==> src/rtl/lru_cache_controller.sv <==
// lru_cache_controller: request sequencer and tag/data storage for one 8-way fully
// associative cache set, with write-back, refill and LRU-matrix update handshakes.
module lru_cache_controller #(
    parameter int TAG_W  = 8,
    parameter int DATA_W = 8,
    parameter int CNT_W  = 16
) (
    input  logic              clk,
    input  logic              reset,
    input  logic              req_valid,
    output logic              req_ready,
    input  logic              req_we,
    input  logic [TAG_W-1:0]  req_tag,
    input  logic [DATA_W-1:0] req_wdata,
    output logic              resp_valid,
    input  logic              resp_ready,
    output logic              resp_hit,
    output logic [2:0]        resp_way,
    output logic [DATA_W-1:0] resp_data,
    output logic              mem_wb_valid,
    input  logic              mem_wb_ready,
    output logic [TAG_W-1:0]  mem_wb_tag,
    output logic [DATA_W-1:0] mem_wb_data,
    output logic              mem_rd_valid,
    input  logic              mem_rd_ready,
    output logic [TAG_W-1:0]  mem_rd_tag,
    input  logic              mem_rsp_valid,
    input  logic [DATA_W-1:0] mem_rsp_data,
    input  logic [2:0]        lru_way,
    output logic [2:0]        lru_line_index,
    output logic              lru_hit,
    output logic              lru_update,
    output logic [CNT_W-1:0]  hit_count,
    output logic [CNT_W-1:0]  miss_count
);
    typedef enum logic [2:0] {IDLE, LOOKUP, WB, FILL_REQ, FILL_WAIT, RESP} state_t;
    state_t state, state_nx;
    logic [TAG_W-1:0]  tags [8];
    logic [DATA_W-1:0] data [8];
    logic [7:0]        valid, dirty;
    logic              cap_we;
    logic [TAG_W-1:0]  cap_tag;
    logic [DATA_W-1:0] cap_wdata;
    logic [2:0]        victim, hit_way, inv_way, pick;
    logic              hit, any_inv, look_hit, fill_done;
    logic              resp_hit_r;
    logic [2:0]        resp_way_r;
    logic [DATA_W-1:0] resp_data_r;

    // Descending scan so the lowest matching / lowest invalid way wins.
    always_comb begin
        hit = 1'b0;
        hit_way = '0;
        any_inv = 1'b0;
        inv_way = '0;
        for (int i = 7; i >= 0; i--) begin
            if (valid[i] && tags[i] == cap_tag) begin
                hit = 1'b1;
                hit_way = 3'(i);
            end
            if (!valid[i]) begin
                any_inv = 1'b1;
                inv_way = 3'(i);
            end
        end
        pick = any_inv ? inv_way : lru_way;
    end

    always_ff @(posedge clk or negedge reset) begin
        if (!reset) state <= IDLE;
        else        state <= state_nx;
    end

    always_comb begin
        state_nx = state;
        case (state)
            IDLE:      state_nx = req_valid ? LOOKUP : IDLE;
            LOOKUP:    state_nx = hit ? RESP : (valid[pick] && dirty[pick]) ? WB : FILL_REQ;
            WB:        state_nx = mem_wb_ready ? FILL_REQ : WB;
            FILL_REQ:  state_nx = mem_rd_ready ? FILL_WAIT : FILL_REQ;
            FILL_WAIT: state_nx = mem_rsp_valid ? RESP : FILL_WAIT;
            RESP:      state_nx = resp_ready ? IDLE : RESP;
            default:   state_nx = IDLE;
        endcase
    end

    assign look_hit       = state == LOOKUP && hit;
    assign fill_done      = state == FILL_WAIT && mem_rsp_valid;
    assign req_ready      = state == IDLE;
    assign resp_valid     = state == RESP;
    assign resp_hit       = resp_hit_r;
    assign resp_way       = resp_way_r;
    assign resp_data      = resp_data_r;
    assign mem_wb_valid   = state == WB;
    assign mem_wb_tag     = mem_wb_valid ? tags[victim] : '0;
    assign mem_wb_data    = mem_wb_valid ? data[victim] : '0;
    assign mem_rd_valid   = state == FILL_REQ;
    assign mem_rd_tag     = mem_rd_valid ? cap_tag : '0;
    assign lru_update     = look_hit || fill_done;
    assign lru_hit        = lru_update;
    assign lru_line_index = look_hit ? hit_way : fill_done ? victim : 3'd0;

    always_ff @(posedge clk or negedge reset) begin
        if (!reset) begin
            valid       <= '0;
            dirty       <= '0;
            cap_we      <= 1'b0;
            cap_tag     <= '0;
            cap_wdata   <= '0;
            victim      <= '0;
            resp_hit_r  <= 1'b0;
            resp_way_r  <= '0;
            resp_data_r <= '0;
            hit_count   <= '0;
            miss_count  <= '0;
            for (int i = 0; i < 8; i++) begin
                tags[i] <= '0;
                data[i] <= '0;
            end
        end else begin
            if (req_valid && req_ready) begin
                cap_we    <= req_we;
                cap_tag   <= req_tag;
                cap_wdata <= req_wdata;
            end
            if (look_hit) begin
                if (cap_we) begin
                    data[hit_way]  <= cap_wdata;
                    dirty[hit_way] <= 1'b1;
                end
                resp_hit_r  <= 1'b1;
                resp_way_r  <= hit_way;
                resp_data_r <= cap_we ? cap_wdata : data[hit_way];
                if (~&hit_count) hit_count <= hit_count + 1'b1;
            end
            if (state == LOOKUP && !hit) begin
                victim <= pick;
                if (~&miss_count) miss_count <= miss_count + 1'b1;
            end
            if (state == WB && mem_wb_ready) dirty[victim] <= 1'b0;
            if (fill_done) begin
                tags[victim]  <= cap_tag;
                valid[victim] <= 1'b1;
                data[victim]  <= cap_we ? cap_wdata : mem_rsp_data;
                dirty[victim] <= cap_we;
                resp_hit_r    <= 1'b0;
                resp_way_r    <= victim;
                resp_data_r   <= cap_we ? cap_wdata : mem_rsp_data;
            end
        end
    end
endmodule

==> config.mk <==
export PLATFORM = sky130hd
export DESIGN_NAME = lru_cache_controller
export DESIGN_NICKNAME = d
export VERILOG_FILES = /design/src/rtl/lru_cache_controller.sv
export SDC_FILE = /design/constraint.sdc
export NUM_CORES = 1
export LEC_CHECK = 0
export ABC_AREA = 1
export BUFFER_PORTS_ARGS = -buffer_cell sky130_fd_sc_hd__buf_2
export CAP_MARGIN = 10
export CORE_ASPECT_RATIO = 0.8
export CORE_MARGIN = 2
export CORE_UTILIZATION = 23
export CTS_BUF_LIST = sky130_fd_sc_hd__clkbuf_16
export DETAILED_ROUTE_END_ITERATION = 7
export PLACE_DENSITY_LB_ADDON = 0.15
export SYNTH_ARGS = -nofsm -noshare
export SYNTH_HDL_FRONTEND = slang
export SYNTH_SLANG_ARGS = --single-unit
==> constraint.sdc <==
create_clock -name clk -period 2.6 [get_ports clk]
set_input_delay 0.39 -clock clk [delete_from_list [all_inputs] [get_ports clk]]
set_output_delay 0.39 -clock clk [all_outputs]
set_load 0.01 [all_outputs]
==> metrics.cfg, run 1 <==
[routing]
vias = 12600
wl_um = 55200
ant_nets = 0
drtIter0Drc = 1218
drt_pass1_iterations = 7
avgViaCountPerCell = 4.70
drt-wirelength-per-cell_um = 20.6
drcViolationCount = 0

[floorplan]
fp.dieH_um = 210
ios = 112
die_area_mm2 = 0.0549
fp.coreArea_mm2 = 0.0524
fp.dieW_um = 261
initial_core_util_pct = 23.3
num_rows = 75

[finish]
drive_gt1_share_pct = 31.5
fillerInstances = 5628
post-route-cell-area_mm2 = 0.0176
diodes = 0
layout_commonest_cell = nand2_1
syn_to_final_growth_pct = 44.6
final_cell_mix = 452 x nand2_1, 203 x dfrtp_1, 182 x inv_1
utilization_pct = 33.7
final_nets = 2001

[logic_synthesis]
netlist_instances = 1642
synth.distinct_cells = 49
synthArstFlopShare_pct = 100
synth_seq_cells = 211
avgSynthCellArea_um2 = 7.43
ys.flop_type = dfrtp_1
syn_nets = 1679
synth-edff-count = 0
synth_area_mm2 = 0.0122
yosysSeqAreaShare_pct = 43.3
yosys_warnings = 0

[placement]
place_ws_ns = -0.513
placed_area_mm2 = 0.0147
gp_congestion = 0.907
dp_hpwl_um = 39200
portBuffers = 111

[grt]
grt.met2_usage_pct = 27.5
grt_max_degree = 65
grt_pass1_wl_um = 81500
grtUsageMet3_pct = 4.64
grt_use_met1_pct = 31.1
grt_pass1_vias = 12000
overflow = 0
antenna_found_initial = 1
grt.total_usage_pct = 20.0
grt.busiest_layer = met1

[sta]
skew_ns = 0.0312
maxSlewHeadroom_pct = 35.5
fin_hold_ws_ns = 0.0505
period_share_pct = 117
finalWorstSetupSlack_ns = -0.434
setup_violations = 119
fmax_mhz = 330
rsz0062_at_grt = true
worst_slew_pin_slew_ns = 0.968
hold_violations = 0
period_minus_slack_ns = 3.03
drv_slew = 0

[hold_path]
min_path_type = in -> reg

[job]
drv_cap = 0

[run_status]
violations = negative setup slack
run_status = complete, but fails checks

[power_and_ir_drop]
fin_total_pwr_w = 0.0198
p_leak_nw = 8.58
p_per_area_mw_per_mm2 = 1120
ir_worst_vdd_v = 0.000619

[worst_setup_path]
cp_max_fo = 13
crit_type = reg -> out
cp-end-kind = output pin
worstPathArrival_ns = 2.64
startpoint_type = flop
required_ns = 2.21

[clock_tree]
clk_pin_slew_worst_paths_ns = 0.06
cts_buffer_depth = 3
cts_max_level = 1
cts_made_buffers = 28
cts_tree = yes
cts_root_buf = clkbuf_16
clock_latency_ns = 0.58
clock_sinks = 211

-- worst max-delay path, cell delays in order, from the launching register on --
cell and delay [ns]:
dfrtp_1 0.39, buf_12 0.15, xor2_1 0.17, nor3_2 0.19, buf_4 0.17, nand4_1 0.18
nand2_4 0.15, nor2_4 0.06, nand2_4 0.09, inv_4 0.05, nor2_8 0.08, buf_6 0.14
nand3_4 0.08, nand2_2 0.07, buf_6 0.10
-- cell usage after synthesis, types with 8 or more instances --
| library cell | n | area (µm²) |
|---|---|---|
| dfrtp_1 | 211 | 5280 |
| buf_4 | 8 | 60.1 |
| o21ai_1 | 54 | 270 |
| xnor2_1 | 22 | 193 |
| clkbuf_1 | 39 | 146 |
| nor3_1 | 13 | 65.1 |
| nand4_1 | 14 | 87.6 |
| a31oi_1 | 32 | 200 |
| xor2_1 | 20 | 175 |
| o22ai_1 | 37 | 231 |
| nand2_4 | 14 | 158 |
| a21oi_1 | 58 | 290 |
| nand2_1 | 472 | 1770 |
| inv_2 | 14 | 52.6 |
| nand3b_1 | 15 | 113 |
| nor2_1 | 105 | 394 |
| o21ai_0 | 93 | 465 |
| inv_1 | 190 | 713 |
| nand3_1 | 102 | 510 |
| a221oi_1 | 16 | 140 |
| a22oi_1 | 17 | 128 |
| buf_2 | 21 | 105 |
-- path summary, 6_finish.rpt --
kind | startpoint | to | slack [ns] | cells past startpoint
min in group asynchronous | reset | miss_count[5] | 0.32 | 2
hold / removal | mem_rd_ready | state[2] | 0.05 | 3
setup reg to reg | cap_tag[6] | resp_data[6] | -0.37 | 20
setup / recovery | cap_tag[6] | lru_line_index[1] | -0.43 | 14
max in group asynchronous | reset | data[5] | 1.51 | 3
hold reg to reg | resp_way[1] | resp_way[1] | 0.48 | 2
-- power breakdown --
group          switching (W)  internal (W)
Sequential           0.00113       0.00427
Clock                0.00161       0.00225
Combinational        0.00617       0.00436
Total                0.00891        0.0109
-- routing by layer --
layer	vias to the layer above	wire length [µm]
met2	427	22100
met3	74	4160
met5	-	12
li1	6007	-
met1	6075	27900
met4	2	1130
-- flip-flops by register name, summed over array words and instances, names as in the netlist --
| register | cells |
|---|---|
| resp_hit | 1 |
| state | 3 |
| cap_we | 1 |
| data | 64 |
| cap_wdata | 8 |
| tags | 64 |
| resp_data | 8 |
| victim | 3 |
| resp_way | 3 |
| cap_tag | 8 |
| valid | 8 |
| dirty | 8 |
| hit_count | 16 |
| miss_count | 16 |
-- final cells by class --
class,count,area (µm²),share of cell area (%)
sequential,211,5290,30.0
timing repair inverter,3,27.5,0.156
timing repair buffer,362,2960,16.8
clock buffer,28,701,3.97
tap,693,867,4.92
multi-input combinational,1137,6630,37.6
inverter,221,955,5.42
clock inverter,23,198,1.12
-- logic make-up (layout without fill, tap and decap cells) --
kind of cell,after synthesis,in the layout,synth area share (%)
and+or+nand+nor,764,764,27.8
AOI/OAI and AO/OA,322,322,15.2
buffers and inverters,294,637,9.90
DFF,211,211,43.3
xor gates and xnor gates,42,42,3.02
muxes,7,7,0.647
adders and majority gates,2,2,0.205
-- timing repair --
action / in CTS / in global routing
hold buffers: 1 / 0
gates cloned: 3 / 2
gates resized for setup: 203 / 101
buffers inserted: 46 / 35
endpoints found under the hold margin: 44 / 0
endpoints found under the setup margin: 134 / 137
pin swaps: 47 / 58
-- stage by stage --
stage,setup TNS (ns),instances
floorplan,0,1642
global placement,-32.29,2545
detailed placement,-30.38,2545
CTS,-24.65,2643
global route,-36.87,2678
finish,-20.81,2678
Power figures use the tool's default switching activity.
==> run 2, diff against run 1 <==
==> constraint.sdc (replaced) <==
create_clock -name clk -period 2.6 [get_ports clk]
set_input_delay 0.26 -clock clk [delete_from_list [all_inputs] [get_ports clk]]
set_output_delay 0.26 -clock clk [all_outputs]
set_load 0.01 [all_outputs]
==> metrics.cfg, run 2 (same netlist as run 1, synthesis figures left out) <==
[power_and_ir_drop]
ir_worst_vdd_v = 0.000585  ; -5.5%
p_per_area_mw_per_mm2 = 1080  ; -4.3%
p_leak_nw = 8.54  ; -0.46%

[worst_setup_path]
required_ns = 2.34  ; +0.13 ns
crit_top_cell = buf_6
r2r_start = cap_tag[0]
crit_start = cap_tag[6]
crit_type = reg -> out
cp-end-kind = output pin
cp_slowest_stage_delay_ns = 0.40  ; about the same
cp_slowest_cell = dfrtp_1
startpoint_type = flop
cp_max_fo = 8  ; -5
reg2reg_slack_ns = -0.22  ; +0.15 ns
worstPathArrival_ns = 2.57  ; -0.07 ns
r2r_cells = 21  ; +5.0%
r2r-end = data[4]
path_cells = buf_12 > xor2_2 > nor3_2 > nand4_1 > nand2_1 > nor2_4 > buf_4 > inv_2 > nand2_4 > buf_6 > o22ai_4 > buf_6
endpoint = lru_line_index[2]

[grt]
grt_pass1_wl_um = 82900  ; +1.8%
grt_max_degree = 72  ; +11%
antenna_found_initial = 0  ; -1
overflow = 0  ; unchanged
grt_pass1_vias = 12400  ; +2.7%
grt.total_usage_pct = 20.3  ; +0.30 points

[sta]
skew_ns = 0.0430  ; +0.0118 ns
drv_slew = 0  ; unchanged
period_minus_slack_ns = 2.83  ; -0.201 ns
maxSlewHeadroom_pct = 28.1  ; -7.3 points
setup_violations = 84  ; -29%
rsz0062_at_grt = true
finalWorstSetupSlack_ns = -0.233  ; +0.201 ns
period_share_pct = 109  ; -7.7 points
worst_slew_pin_slew_ns = 1.08  ; +0.109 ns
hold_violations = 0  ; unchanged
fmax_mhz = 353  ; +7.1%
tns_ns = -10.25  ; +10.56 ns

[placement]
dp_hpwl_um = 39400  ; +0.63%
gp_congestion = 0.875  ; -3.5%
portBuffers = 111  ; unchanged
placed_area_mm2 = 0.0147  ; +0.10%

[routing]
ant_nets = 0  ; unchanged
wl_um = 55500  ; +0.44%
drcViolationCount = 0  ; unchanged
drt_pass1_iterations = 5  ; -2
avgViaCountPerCell = 4.72  ; +0.49%
drt-wirelength-per-cell_um = 20.7  ; +0.40%
drtIter0Drc = 1096  ; -10%
vias = 12700  ; +0.53%

[clock_tree]
clock_latency_ns = 0.58  ; about the same
cts_max_level = 1  ; unchanged
clk_pin_slew_worst_paths_ns = 0.07  ; about the same
cts_tree = yes
clock_sinks = 211  ; unchanged
cts_buffer_depth = 3  ; unchanged
cts_made_buffers = 26  ; -7.1%
cts_root_buf = clkbuf_16

[finish]
diodes = 0  ; unchanged
utilization_pct = 33.4  ; -0.31 points
syn_to_final_growth_pct = 43.3
layout_commonest_cell = nand2_1
drive_gt1_share_pct = 31.1  ; -0.42 points
fillerInstances = 5636  ; +0.14%
top_regs = data x64, tags x64
seqCellArea_mm2 = 0.00529  ; unchanged
final_cell_mix = 439 x nand2_1, 203 x dfrtp_1, 190 x inv_1
post-route-cell-area_mm2 = 0.0175  ; -0.92%
final_nets = 2004  ; +0.15%
multiInputGateArea_mm2 = 0.00657  ; -0.98%

[floorplan]
fp.dieW_um = 261  ; unchanged
ios = 112  ; unchanged
initial_core_util_pct = 23.3  ; unchanged
fp.coreArea_mm2 = 0.0524  ; unchanged
die_area_mm2 = 0.0549  ; unchanged
num_rows = 75  ; unchanged
fp.dieH_um = 210  ; unchanged

[run_status]
run_status = complete, but fails checks
violations = negative setup slack

[hold_path]
min_path_type = in -> reg

[job]
drv_cap = 0  ; unchanged

## run 2: cell count changes in the layout (fill, tap and decap cells not counted), sizes merged
| cell | delta |
|---|---|
| buf | -17 |
| nand2 | +3 |
| clkinv | -9 |
| bufinv | -2 |
| clkbuf | -3 |
| bufbuf | +2 |
| clkinvlp | -2 |
| inv | +11 |
| dlygate4sd3 | +18 |
## run 2: through the flow
| stage | std cells | power (W) | setup slack, ns | hold slack [ns] |
|---|---|---|---|---|
| floorplan | 1642 | 0.00945 | 0.272 | -0.0356 |
| global placement | 2547 | 0.0135 | -0.387 | 0.311 |
| detailed placement | 2547 | 0.0135 | -0.324 | 0.309 |
| CTS | 2657 | 0.0181 | -0.295 | 0.0247 |
| global route | 2679 | 0.0200 | -0.380 | 0.0908 |
| finish | 2679 | 0.0188 | -0.233 | 0.0500 |
## run 2: cell type report
cell class | count | share of cell area [%]
clock buffers | 26 | 3.72
clock inverters | 21 | 0.731
inverters | 221 | 5.47
multi-input cells | 1140 | 37.6
flip-flops and latches | 211 | 30.3
well taps | 693 | 4.96
repair buffers | 364 | 16.9
repair inverters | 3 | 0.279
## run 2: worst min path at each step
stage | from | endpoint | slack (ns) | cells after the start
floorplan | reset | cap_tag[0] | -0.04 | 0
global placement | reset | cap_tag[0] | 0.31 | 1
detailed placement | reset | cap_tag[0] | 0.31 | 1
CTS | resp_ready | state[0] | 0.02 | 4
global route | resp_ready | state[0] | 0.09 | 4
finish | resp_ready | state[0] | 0.05 | 4
## run 2: repair_timing
action	CTS	global route
hold buffers	19	0
hold endpoints to repair	81	0
cloned	8	0
setup endpoints to repair	117	133
resized for setup	161	134
pin swaps	42	59
buffers inserted	38	26
## run 2: per-layer routing
metal  vias to the layer above  global-route usage [%]  wire length (µm)
met3                        73                    3.55              3830
met5                         -                       0                 0
met2                       447                    28.1             22300
met1                      6118                    32.1             28200
met4                         0                    4.53              1180
li1                       6014                       -                 -
## run 2: critical path, delay by kind of cell, from the launching register on
family	cells	cell delay (ns)
AOI/OAI and AO/OA	1	0.12
xor gates and xnor gates	1	0.18
buffers and inverters	5	0.62
DFF	1	0.40
and+or+nand+nor	5	0.68
## run 2: power breakdown
part | switching, W | internal [W] | total (W)
registers | 0.00106 | 0.00427 | 0.00533
clock network | 0.00155 | 0.00191 | 0.00346
logic | 0.00599 | 0.00400 | 0.00999
total | 0.00860 | 0.0102 | 0.0188
==> run 3, diff against run 2 <==
--- a/config.mk
+++ b/config.mk
@@ -5,7 +5,6 @@
 export SDC_FILE = /design/constraint.sdc
 export NUM_CORES = 1
 export LEC_CHECK = 0
-export ABC_AREA = 1
 export BUFFER_PORTS_ARGS = -buffer_cell sky130_fd_sc_hd__buf_2
 export CAP_MARGIN = 10
 export CORE_ASPECT_RATIO = 0.8
==> metrics.cfg, run 3 <==
[logic_synthesis]
synth_top_cell_area_share_pct = 44.4  ; +1.1 points
netlist_instances = 1241  ; -24%
synth_area_mm2 = 0.0119  ; -2.5%
yosys_warnings = 0  ; unchanged
synth_seq_cells = 211  ; unchanged
synth_top_area_cell = dfrtp_1
syn_nets = 1278  ; -24%
synthArstFlopShare_pct = 100  ; unchanged
synth_common_cells = 211 x dfrtp_1, 187 x nand2_1, 75 x clkbuf_1
ys.flop_type = dfrtp_1
synth-edff-count = 0  ; unchanged
synth_area_leaders = dfrtp_1 44%, mux2_2 6.2%, nand2_1 5.9%, xnor2_1 5.5%, mux2i_1 4.0%
avgSynthCellArea_um2 = 9.58  ; +29%
synth.distinct_cells = 70  ; +43%
post-synth-top-count-cell = dfrtp_1
yosysSeqAreaShare_pct = 44.4  ; +1.1 points

[worst_setup_path]
r2r-end = data[21]
required_ns = 2.34  ; about the same
cp-end-kind = output pin
reg2reg_slack_ns = -0.57  ; -0.35 ns
crit_start = cap_tag[5]
crit_type = reg -> out
startpoint_type = flop
r2r_cells = 13  ; -38%
r2r_start = cap_tag[5]
worstPathArrival_ns = 2.95  ; +0.38 ns
cp_max_fo = 5  ; -3

[floorplan]
fp.coreArea_mm2 = 0.0510  ; -2.6%
fp.dieH_um = 207  ; -1.3%
initial_core_util_pct = 23.3  ; about the same
fp.dieW_um = 258  ; -1.3%
ios = 112  ; unchanged
num_rows = 74  ; -1.3%
die_area_mm2 = 0.0535  ; -2.5%

[hold_path]
hold_end = resp_data[6]
worstHoldPathCells = 3  ; -1
min_path_type = in -> reg
worstHoldStart = mem_rsp_data[6]

[clock_tree]
clock_latency_ns = 0.55  ; -0.03 ns
cts_max_level = 1  ; unchanged
cts_made_buffers = 25  ; -3.8%
cts_buffer_depth = 3  ; unchanged
clk_pin_slew_worst_paths_ns = 0.06  ; about the same
cts_root_buf = clkbuf_16
cts_tree = yes
clock_sinks = 211  ; unchanged

[sta]
period_minus_slack_ns = 3.21  ; +0.376 ns
hold_violations = 0  ; unchanged
worst_slew_pin_slew_ns = 1.33  ; +0.250 ns
rsz0062_at_grt = true
period_share_pct = 123  ; +14 points
skew_ns = 0.0199  ; -0.0231 ns
drv_slew = 0  ; unchanged
fmax_mhz = 312  ; -12%
maxSlewHeadroom_pct = 10.6  ; -18 points
setup_violations = 128  ; +52%
finalWorstSetupSlack_ns = -0.609  ; -0.376 ns

[run_status]
violations = negative setup slack
run_status = complete, but fails checks

[finish]
layout_commonest_cell = buf_4
diodes = 0  ; unchanged
layout.cells.non_filler = 2326  ; -13%
drive_gt1_share_pct = 43.5  ; +12 points
final_nets = 1661  ; -17%
final_cell_mix = 235 x buf_4, 201 x dfrtp_1, 182 x nand2_1
top_regs = data x64, tags x64
syn_to_final_growth_pct = 51.4
utilization_pct = 35.3  ; +1.9 points

[power_and_ir_drop]
p_leak_nw = 8.13  ; -4.8%
p_per_area_mw_per_mm2 = 916  ; -15%
ir_worst_vdd_v = 0.000447  ; -24%

[grt]
overflow = 0  ; unchanged
grt.total_usage_pct = 19.7  ; -0.60 points
grt_pass1_vias = 11400  ; -7.7%
grt_pass1_wl_um = 79100  ; -4.6%
grt_max_degree = 76  ; +5.6%
antenna_found_initial = 0  ; unchanged

[placement]
dp_hpwl_um = 35800  ; -9.1%
place_inst = 2174  ; -15%
portBuffers = 111  ; unchanged
gp_congestion = 0.849  ; -3.0%

[routing]
drt_pass1_iterations = 6  ; +1
drt-wirelength-per-cell_um = 23.3  ; +12%
drcViolationCount = 0  ; unchanged
wl_um = 54200  ; -2.3%
drtIter0Drc = 964  ; -12%
vias = 11400  ; -9.8%
ant_nets = 0  ; unchanged
avgViaCountPerCell = 4.91  ; +3.9%

[job]
drv_cap = 0  ; unchanged

-- run 3: cell families (layout without fill, tap and decap cells) --
group	count (synthesis)	in the layout	share of synthesized area [%]
xor+xnor	93	93	6.85
mux	116	116	10.6
buf+inv	119	518	4.71
simple gates	422	424	16.7
compound gates	278	278	16.5
flops	211	211	44.4
fa+ha+maj	2	2	0.211
-- run 3: how the worst max path moves through the flow --
stage | endpoint | slack (ns) | depth (start not counted)
CTS | lru_hit | -0.65 | 11
finish | lru_update | -0.61 | 11
floorplan | miss_count[15] | -0.06 | 12
global placement | resp_data[3] | -0.77 | 11
detailed placement | resp_data[3] | -0.74 | 11
global route | lru_line_index[0] | -0.72 | 12
-- run 3: cell type report --
type	instances	area (µm²)
Inverter	17	63.8
Fill cell	5181	33000
Clock buffer	25	626
Multi-Input combinational cell	913	7180
Clock inverter	20	109
Sequential cell	211	5290
Tap cell	684	856
Timing Repair Buffer	456	3860
-- run 3: timing repair --
item | 4_1_cts | 5_1_grt
gates resized for setup | 182 | 120
buffers inserted | 57 | 32
hold endpoints to repair | 87 | 0
endpoints found under the setup margin | 142 | 141
pin swaps | 57 | 73
hold buffers | 19 | 0
cloned | 5 | 2
-- run 3: power by group --
| group | internal (W) | leakage [nW] | total, W | switching, W |
|---|---|---|---|---|
| registers | 0.00414 | 2.58 | 0.00538 | 0.00124 |
| clock network | 0.00183 | 0.389 | 0.00333 | 0.00150 |
| logic | 0.00393 | 5.15 | 0.00776 | 0.00383 |
-- run 3: metrics by stage --
step | worst slack (ns) | instance area (µm²) | power, W | hold WS [ns] | setup TNS, ns
after global routing | -0.719 | 18000 | 0.0174 | 0.0129 | -58.14
final | -0.609 | 18000 | 0.0165 | 0.0349 | -44.50
after floorplan | -0.0610 | 11900 | 0.00833 | -0.0356 | -0.387
after global placement | -0.769 | 14900 | 0.0113 | 0.307 | -45.56
after detailed placement | -0.742 | 14900 | 0.0114 | 0.312 | -47.31
after CTS | -0.653 | 17300 | 0.0161 | 0.000504 | -31.78
-- run 3: metal layers --
layer,track usage (%),vias to the layer above,share of wire [%]
met2,29.8,392,43
met5,0,-,0
met1,30.0,5720,49
li1,-,5233,-
met4,3.53,0,2.0
met3,2.54,65,5.8
-- run 3: worst max-delay path, stage by stage, from the launching register on --
cell	delay, ns
dfrtp_2	0.50
buf_6	0.15
xor2_4	0.17
nor3_4	0.07
nand4_1	0.14
or4b_4	0.50
o31ai_4	0.31
buf_12	0.16
and2_4	0.14
inv_2	0.04
buf_6	0.11
buf_6	0.11
